[src/rtl/vm_multi_control_if.sv]
// vm_multi_control_if: front-end and dispense/display signals of the vending controller
interface vm_multi_control_if #(
  parameter int N_GOODS  = 4,
  parameter int CREDIT_W = 8
);
  logic                op_start;
  logic                coin_valid;
  logic [CREDIT_W-1:0] coin_value;
  logic                cancel;
  logic [N_GOODS-1:0]  buy;
  logic                restock;
  logic                on;
  logic                occupy;
  logic [CREDIT_W-1:0] credit;
  logic                vend_valid;
  logic [2:0]          vend_id;
  logic                ret_coin;
  logic [CREDIT_W-1:0] ret_value;
  logic [N_GOODS-1:0]  sold_out;
  logic                err_soldout;
  logic                err_funds;
  logic [3:0]          status;
  modport master (
    output op_start, coin_valid, coin_value, cancel, buy, restock,
    input  on, occupy, credit, vend_valid, vend_id, ret_coin, ret_value,
           sold_out, err_soldout, err_funds, status
  );
  modport slave (
    input  op_start, coin_valid, coin_value, cancel, buy, restock,
    output on, occupy, credit, vend_valid, vend_id, ret_coin, ret_value,
           sold_out, err_soldout, err_funds, status
  );
endinterface

[src/rtl/vm_multi_control.sv]
// vm_multi_control: N-good vending controller with credit, stock, multi-purchase and timeout refund
module vm_multi_control #(
  parameter int                        N_GOODS     = 4,
  parameter int                        CREDIT_W    = 8,
  parameter int                        STOCK_W     = 4,
  parameter logic [N_GOODS*CREDIT_W-1:0] PRICES    = {8'd20, 8'd15, 8'd10, 8'd5},
  parameter int                        INIT_STOCK  = 2,
  parameter int                        MAX_CREDIT  = 50,
  parameter int                        TIMEOUT_CYC = 1000
) (
  input logic                clk,
  input logic                rst,
  vm_multi_control_if.slave  bus
);
  localparam logic [1:0] OFF = 2'd0, IDLE = 2'd1, CREDIT = 2'd2, VEND = 2'd3;
  localparam int TW = $clog2(TIMEOUT_CYC + 1);
  localparam logic [CREDIT_W:0] MAXC = (CREDIT_W+1)'(MAX_CREDIT);
  localparam logic [N_GOODS-1:0][STOCK_W-1:0] FULL = {N_GOODS{STOCK_W'(INIT_STOCK)}};
  logic [1:0]                      state_q, state_d;
  logic [CREDIT_W-1:0]             credit_q, credit_d;
  logic [N_GOODS-1:0][STOCK_W-1:0] stock_q, stock_d;
  logic [TW-1:0]                   timer_q, timer_d;
  logic [N_GOODS-1:0]              buy_q;
  logic                            cancel_q;
  logic                            vend_valid_q, vend_valid_d;
  logic [2:0]                      vend_id_q, vend_id_d;
  logic                            ret_coin_q, ret_coin_d;
  logic [CREDIT_W-1:0]             ret_value_q, ret_value_d;
  logic                            err_soldout_q, err_soldout_d;
  logic                            err_funds_q, err_funds_d;
  logic [N_GOODS-1:0]              buy_edge;
  logic                            cancel_edge, coin;
  logic [CREDIT_W:0]               eff, price;
  int                              k;
  assign buy_edge    = bus.buy & ~buy_q;
  assign cancel_edge = bus.cancel & ~cancel_q;
  assign coin        = bus.coin_valid && bus.coin_value != '0;
  assign eff         = {1'b0, credit_q} + (coin ? {1'b0, bus.coin_value} : '0);
  always_comb begin
    k = 0;
    for (int i = N_GOODS - 1; i >= 0; i--) if (buy_edge[i]) k = i;
    price         = {1'b0, PRICES[k*CREDIT_W +: CREDIT_W]};
    state_d       = state_q;
    credit_d      = credit_q;
    stock_d       = stock_q;
    timer_d       = '0;
    vend_valid_d  = 1'b0;
    vend_id_d     = '0;
    ret_coin_d    = 1'b0;
    ret_value_d   = '0;
    err_soldout_d = 1'b0;
    err_funds_d   = 1'b0;
    case (state_q)
      OFF: state_d = bus.op_start ? IDLE : OFF;
      IDLE: begin
        stock_d = bus.restock ? FULL : stock_q;
        if (coin && {1'b0, bus.coin_value} > MAXC) begin
          ret_coin_d  = 1'b1;
          ret_value_d = bus.coin_value;
        end else if (coin) begin
          state_d  = CREDIT;
          credit_d = bus.coin_value;
        end
      end
      CREDIT: begin
        if (cancel_edge) begin
          ret_coin_d  = 1'b1;
          ret_value_d = eff[CREDIT_W-1:0];
          credit_d    = '0;
          state_d     = IDLE;
        end else if (|buy_edge && stock_q[k] != '0 && eff >= price) begin
          state_d      = VEND;
          credit_d     = CREDIT_W'(eff - price);
          stock_d[k]   = stock_q[k] - STOCK_W'(1);
          vend_valid_d = 1'b1;
          vend_id_d    = 3'(k);
        end else if (|buy_edge || coin) begin
          err_soldout_d = |buy_edge && stock_q[k] == '0;
          err_funds_d   = |buy_edge && stock_q[k] != '0;
          ret_coin_d    = eff > MAXC;
          ret_value_d   = eff > MAXC ? bus.coin_value : '0;
          credit_d      = eff > MAXC ? credit_q : eff[CREDIT_W-1:0];
        end else if (timer_q == TW'(TIMEOUT_CYC - 1)) begin
          ret_coin_d  = 1'b1;
          ret_value_d = credit_q;
          credit_d    = '0;
          state_d     = IDLE;
        end else begin
          timer_d = timer_q + TW'(1);
        end
      end
      default: begin
        state_d     = credit_q == '0 ? IDLE : CREDIT;
        ret_coin_d  = coin;
        ret_value_d = coin ? bus.coin_value : '0;
      end
    endcase
  end
  always_ff @(posedge clk or negedge rst) begin
    if (!rst) begin
      state_q       <= OFF;
      credit_q      <= '0;
      stock_q       <= FULL;
      timer_q       <= '0;
      buy_q         <= '0;
      cancel_q      <= 1'b0;
      vend_valid_q  <= 1'b0;
      vend_id_q     <= '0;
      ret_coin_q    <= 1'b0;
      ret_value_q   <= '0;
      err_soldout_q <= 1'b0;
      err_funds_q   <= 1'b0;
    end else begin
      state_q       <= state_d;
      credit_q      <= credit_d;
      stock_q       <= stock_d;
      timer_q       <= timer_d;
      buy_q         <= bus.buy;
      cancel_q      <= bus.cancel;
      vend_valid_q  <= vend_valid_d;
      vend_id_q     <= vend_id_d;
      ret_coin_q    <= ret_coin_d;
      ret_value_q   <= ret_value_d;
      err_soldout_q <= err_soldout_d;
      err_funds_q   <= err_funds_d;
    end
  end
  for (genvar g = 0; g < N_GOODS; g++) assign bus.sold_out[g] = stock_q[g] == '0;
  assign bus.on          = state_q != OFF;
  assign bus.occupy      = state_q == CREDIT || state_q == VEND;
  assign bus.status      = {2'b00, state_q};
  assign bus.credit      = credit_q;
  assign bus.vend_valid  = vend_valid_q;
  assign bus.vend_id     = vend_id_q;
  assign bus.ret_coin    = ret_coin_q;
  assign bus.ret_value   = ret_value_q;
  assign bus.err_soldout = err_soldout_q;
  assign bus.err_funds   = err_funds_q;
endmodule

[src/flat_wrapper.sv]
// flat-port wrapper written by rule: the top's interface ports become plain ports
module vm_multi_control_flat 
#(
  parameter int                        N_GOODS     = 4,
  parameter int                        CREDIT_W    = 8,
  parameter int                        STOCK_W     = 4,
  parameter logic [N_GOODS*CREDIT_W-1:0] PRICES    = {8'd20, 8'd15, 8'd10, 8'd5},
  parameter int                        INIT_STOCK  = 2,
  parameter int                        MAX_CREDIT  = 50,
  parameter int                        TIMEOUT_CYC = 1000
)
  (clk, rst, bus_op_start, bus_coin_valid, bus_coin_value, bus_cancel, bus_buy, bus_restock, bus_on, bus_occupy, bus_credit, bus_vend_valid, bus_vend_id, bus_ret_coin, bus_ret_value, bus_sold_out, bus_err_soldout, bus_err_funds, bus_status);
  vm_multi_control_if #(.N_GOODS(N_GOODS), .CREDIT_W(CREDIT_W)) bus_i ();
  input logic clk;
  input logic rst;
  input wire logic [$bits(bus_i.op_start)-1:0] bus_op_start;
  input wire logic [$bits(bus_i.coin_valid)-1:0] bus_coin_valid;
  input wire logic [$bits(bus_i.coin_value)-1:0] bus_coin_value;
  input wire logic [$bits(bus_i.cancel)-1:0] bus_cancel;
  input wire logic [$bits(bus_i.buy)-1:0] bus_buy;
  input wire logic [$bits(bus_i.restock)-1:0] bus_restock;
  output wire logic [$bits(bus_i.on)-1:0] bus_on;
  output wire logic [$bits(bus_i.occupy)-1:0] bus_occupy;
  output wire logic [$bits(bus_i.credit)-1:0] bus_credit;
  output wire logic [$bits(bus_i.vend_valid)-1:0] bus_vend_valid;
  output wire logic [$bits(bus_i.vend_id)-1:0] bus_vend_id;
  output wire logic [$bits(bus_i.ret_coin)-1:0] bus_ret_coin;
  output wire logic [$bits(bus_i.ret_value)-1:0] bus_ret_value;
  output wire logic [$bits(bus_i.sold_out)-1:0] bus_sold_out;
  output wire logic [$bits(bus_i.err_soldout)-1:0] bus_err_soldout;
  output wire logic [$bits(bus_i.err_funds)-1:0] bus_err_funds;
  output wire logic [$bits(bus_i.status)-1:0] bus_status;
  assign bus_i.op_start = bus_op_start;
  assign bus_i.coin_valid = bus_coin_valid;
  assign bus_i.coin_value = bus_coin_value;
  assign bus_i.cancel = bus_cancel;
  assign bus_i.buy = bus_buy;
  assign bus_i.restock = bus_restock;
  assign bus_on = bus_i.on;
  assign bus_occupy = bus_i.occupy;
  assign bus_credit = bus_i.credit;
  assign bus_vend_valid = bus_i.vend_valid;
  assign bus_vend_id = bus_i.vend_id;
  assign bus_ret_coin = bus_i.ret_coin;
  assign bus_ret_value = bus_i.ret_value;
  assign bus_sold_out = bus_i.sold_out;
  assign bus_err_soldout = bus_i.err_soldout;
  assign bus_err_funds = bus_i.err_funds;
  assign bus_status = bus_i.status;
  vm_multi_control #(.N_GOODS(N_GOODS), .CREDIT_W(CREDIT_W), .STOCK_W(STOCK_W), .PRICES(PRICES), .INIT_STOCK(INIT_STOCK), .MAX_CREDIT(MAX_CREDIT), .TIMEOUT_CYC(TIMEOUT_CYC)) u_core (.clk(clk), .rst(rst), .bus(bus_i));
endmodule
[config.mk]
export PLATFORM = sky130hd
export DESIGN_NAME = vm_multi_control_flat
export DESIGN_NICKNAME = d
export VERILOG_FILES = /design/src/rtl/vm_multi_control_if.sv /design/src/rtl/vm_multi_control.sv /design/src/flat_wrapper.sv
export SDC_FILE = /design/constraint.sdc
export NUM_CORES = 1
export LEC_CHECK = 0
export CAP_MARGIN = 10
export CORE_MARGIN = 2
export CORE_UTILIZATION = 35
export CTS_CLUSTER_DIAMETER = 40
export DETAILED_ROUTE_END_ITERATION = 6
export PLACE_DENSITY = 0.64
export SLEW_MARGIN = 20
export SYNTH_ARGS = -nofsm -noshare
export SYNTH_HDL_FRONTEND = slang
export SYNTH_SLANG_ARGS = --single-unit
[constraint.sdc]
create_clock -name clk -period 5.2 [get_ports clk]
set_input_delay 1.3 -clock clk [delete_from_list [all_inputs] [get_ports clk]]
set_output_delay 1.3 -clock clk [all_outputs]
set_load 0.05 [all_outputs]
==> results by group <==
Worst setup path
  – Crit-path cells: clkdlybuf4s50_1 > and2_1 > ha_1 > fa_1 > xnor2_1 > inv_1 > ha_1 > o21a_1 > o31a_1 > o21ai_0 > nand2b_1 > a2111o_1 > a2111oi_0 > a221oi_1 > o31ai_1
  – Critical path fanouts, max: 9
  – Startpoint Class: input pin
  – Worst path max stage delay: between 0.5 and 0.6 ns
  – Reg-to-reg slack, setup: about 1.5 ns
  – CP most frequent cell: ha_1
  – Crit path DAT: just over 5 ns
  – Critical path required time: 5.41 ns
  – Setup crit end kind: flip-flop
  – Slowest-stage cell, CP: a2111o_1
  – CP Class: in2reg

Timing
  – Setup Skew: around 0.0057 ns
  – Max-slew violations: 0
  – Post-route minimum period: 4.885 ns
  – Worst-Margin Slew: between 0.7 and 0.8 ns
  – Final Setup Violations: 0
  – Hold Fails Final Rpt: 0
  – Achievable frequency: between 0.2 and 0.25 GHz
  – Relative slew slack: 0.5010
  – RSZ-0062 raised after global routing: no
  – Period utilization: 0.9393

Layout
  – FILL cells: between 1000 and 1500
  – Post-layout util: 0.4453
  – Nets: approximately 530
  – Final Non-Filler Cells: about 630
  – Layout cells sized above 1: 0.1499
  – Area Growth Syn to Fin: 23.36%
  – Footprint of the multi-input gates: ~2400 sq um
  – Sequential standard cell area: around 1400 sq um
  – Antenna cells: 0

Logic synthesis
  – Warnings from Yosys: 0
  – Avg Cell Area, Syn: approximately 9.5 sq um
  – Ranking of synthesized cells by area: dfrtp_1, ha_1, nor2_1
  – Synth Instances: 416
  – Ys async rst share: 1.000
  – Commonest cells post-synth: dfrtp_1, nor2_1, nand2_1
  – Synth top area share: 0.3233
  – Most used DFF post-synth: dfrtp_1
  – Post-synth EDFFs: 0
  – Unique masters post-synth: 80
  – Cell with the most instances after synthesis: dfrtp_1
  – Post-Syn Area: 3948 sq um
  – Post-synthesis sequential area ratio: 0.3499
  – Post-synth top area cell: dfrtp_1
  – Register bit total from synthesis: 55

Die
  – Chip Width: ~110 um
  – Die area: roughly 12000 sq um
  – Initial Utilization: 0.3610
  – Cell row count: 38
  – I/O pin cnt: 51
  – Core area: between 10000 and 15000 sq um
  – Die Ht: 110.2 um

Route
  – Vias: roughly 3700
  – DR WL/cell: between 15 and 20 um
  – DRT Pass-1 Iters: 5
  – Post-route ant nets: 0
  – Final Routed Wirelength: 11.46 mm
  – Vias per cell: 5.927
  – DR DRC count: 0
  – Initial drt markers: 258

Global route
  – Total track usage: 0.1987
  – Initial antenna violation count: 0
  – GRT overflow: 0
  – Largest net degree at the start of global routing: 56
  – Vias in the first global route: around 3700
  – First-pass GRT wire length: roughly 19 mm

Clocking
  – Clock slew at reported path FFs: roughly 0.070 ns
  – CTS buffer count: 5
  – CTS Sinks: 55
  – CTS root buf: clkbuf_16
  – CTS tree: built
  – Clock latency on the worst-skew pair: roughly 0.3 ns
  – Postcts setup bufs: 0
  – Htree depth: 2
  – Clock tree buffer depth: 2

Place
  – Port Buffers: between 40 and 50
  – GP Congestion: between 0.9 and 1
  – Detailed-placement wirelength estimate: roughly 8.8 mm
  – Inst Count DP: 619

Pwr
  – Power per cell area: 582.3 nW/um^2
  – Peak supply drop: about 0.42 mV
  – Final Power: 2.836 mW
  – Pleak: approximately 2.1 nW

Hold path
  – Hold Path Class: reg2reg

Status
  – Status: completed

Flow run
  – Max capacitance violation total: 0
-- metal layers --
metal | up-vias | track usage | part of all wire
li1 | 1699 | - | -
met1 | 1786 | 0.2766 | 0.43
met2 | 204 | 0.3129 | 0.45
met3 | 27 | 0.02998 | 0.086
met4 | 0 | 0.07232 | 0.026
met5 | - | 0 | 0
-- logic make-up (layout without fill, tap and decap cells) --
group	count (synthesis)	after routing	synth area share
AO/OA/AOI/OAI	116	116	0.2282
XOR/XNOR	18	18	0.03994
adder cells (fa/ha/maj)	22	22	0.07353
buffers and inverters	40	109	0.04881
flip-flops	55	55	0.3499
multiplexers	10	10	0.03233
other	1	3	0.0009500
AND/OR/NAND/NOR	154	154	0.2263
-- final cells by class --
| type | count | share of cell area |
|---|---|---|
| clock buffers | 5 | 0.02569 |
| clock inverters | 3 | 0.004111 |
| inverters | 24 | 0.01850 |
| multi-input cells | 323 | 0.4902 |
| flip-flops and latches | 55 | 0.2837 |
| well taps | 140 | 0.03597 |
| repair buffers | 77 | 0.1418 |
-- report_power, final --
part | switching, mW | internal (mW) | leakage (nW)
clock network | 0.164 | 0.178 | 0.0658
logic | 1.15 | 0.723 | 1.31
registers | 0.0976 | 0.526 | 0.717
-- flip-flops by register name, indices dropped and copies added, names as in the netlist --
signal / count
u_core.stock_q: 16
u_core.cancel_q: 1
u_core.buy_q: 4
u_core.bus.ret_value: 8
u_core.bus.vend_valid: 1
u_core.timer_q: 10
u_core.bus.ret_coin: 1
u_core.bus.err_funds: 1
u_core.bus.credit: 8
u_core.bus.vend_id: 2
u_core.state_q: 2
u_core.bus.err_soldout: 1
-- final timing paths --
check | start | end | cells after the start
setup reg to reg | u_core.bus.credit[0]$_DFFE_PN0P_ | u_core.bus.credit[0]$_DFFE_PN0P_ | 13
max in group asynchronous | rst | u_core.timer_q[4]$_DFF_PN0_ | 2
min in group asynchronous | rst | u_core.bus.ret_value[7]$_DFF_PN0_ | 2
hold reg to reg | u_core.stock_q[9]$_DFFE_PN1P_ | u_core.stock_q[9]$_DFFE_PN1P_ | 2
hold / removal | u_core.stock_q[9]$_DFFE_PN1P_ | u_core.stock_q[9]$_DFFE_PN1P_ | 2
setup / recovery | bus_coin_valid | u_core.bus.credit[0]$_DFFE_PN0P_ | 15
-- metrics by stage --
stage	instance area (sq um)	worst slack [ns]	setup TNS, ns	hold slack, ns
floorplan	3955	0.5338	0	0.4479
global placement	4718	-0.03983	-0.03983	0.4670
finish	4870	0.3155	0	0.4882
global route	4870	0.05040	0	0.5156
CTS	4863	0.2271	0	0.4838
detailed placement	4718	-0.04100	-0.04100	0.4735
-- worst max-delay path: cells and delay by family --
family | cells | cell delay [ns]
AOI/OAI and AO/OA | 7 | 1.75
xor gates and xnor gates | 1 | 0.24
adders and majority gates | 3 | 0.95
buffers and inverters | 2 | 0.56
and+or+nand+nor | 2 | 0.29
-- cell usage in the layout (no fill, tap or decap), types with 6 or more instances in the layout --
cell	netlist	routed
o221ai_1	7	7
o21ai_0	17	17
clkdlybuf4s50_1	0	46
dfrtp_1	51	51
a22o_1	9	9
and3_1	10	10
ha_1	20	20
buf_4	3	30
a31oi_1	6	6
inv_1	23	23
a21oi_1	19	19
xnor2_1	12	12
nand2_1	29	29
nor4_1	9	9
and2_1	9	9
nand3_1	16	16
nor2_1	36	36
xor2_1	6	6
nand4_1	6	6
-- repair_timing --
action                     4_1_cts  5_1_grt
resized for setup                0        1
setup endpoints to repair        0        1
hold buffers                     0        0
Note: power is estimated with default switching activity, not from simulation.
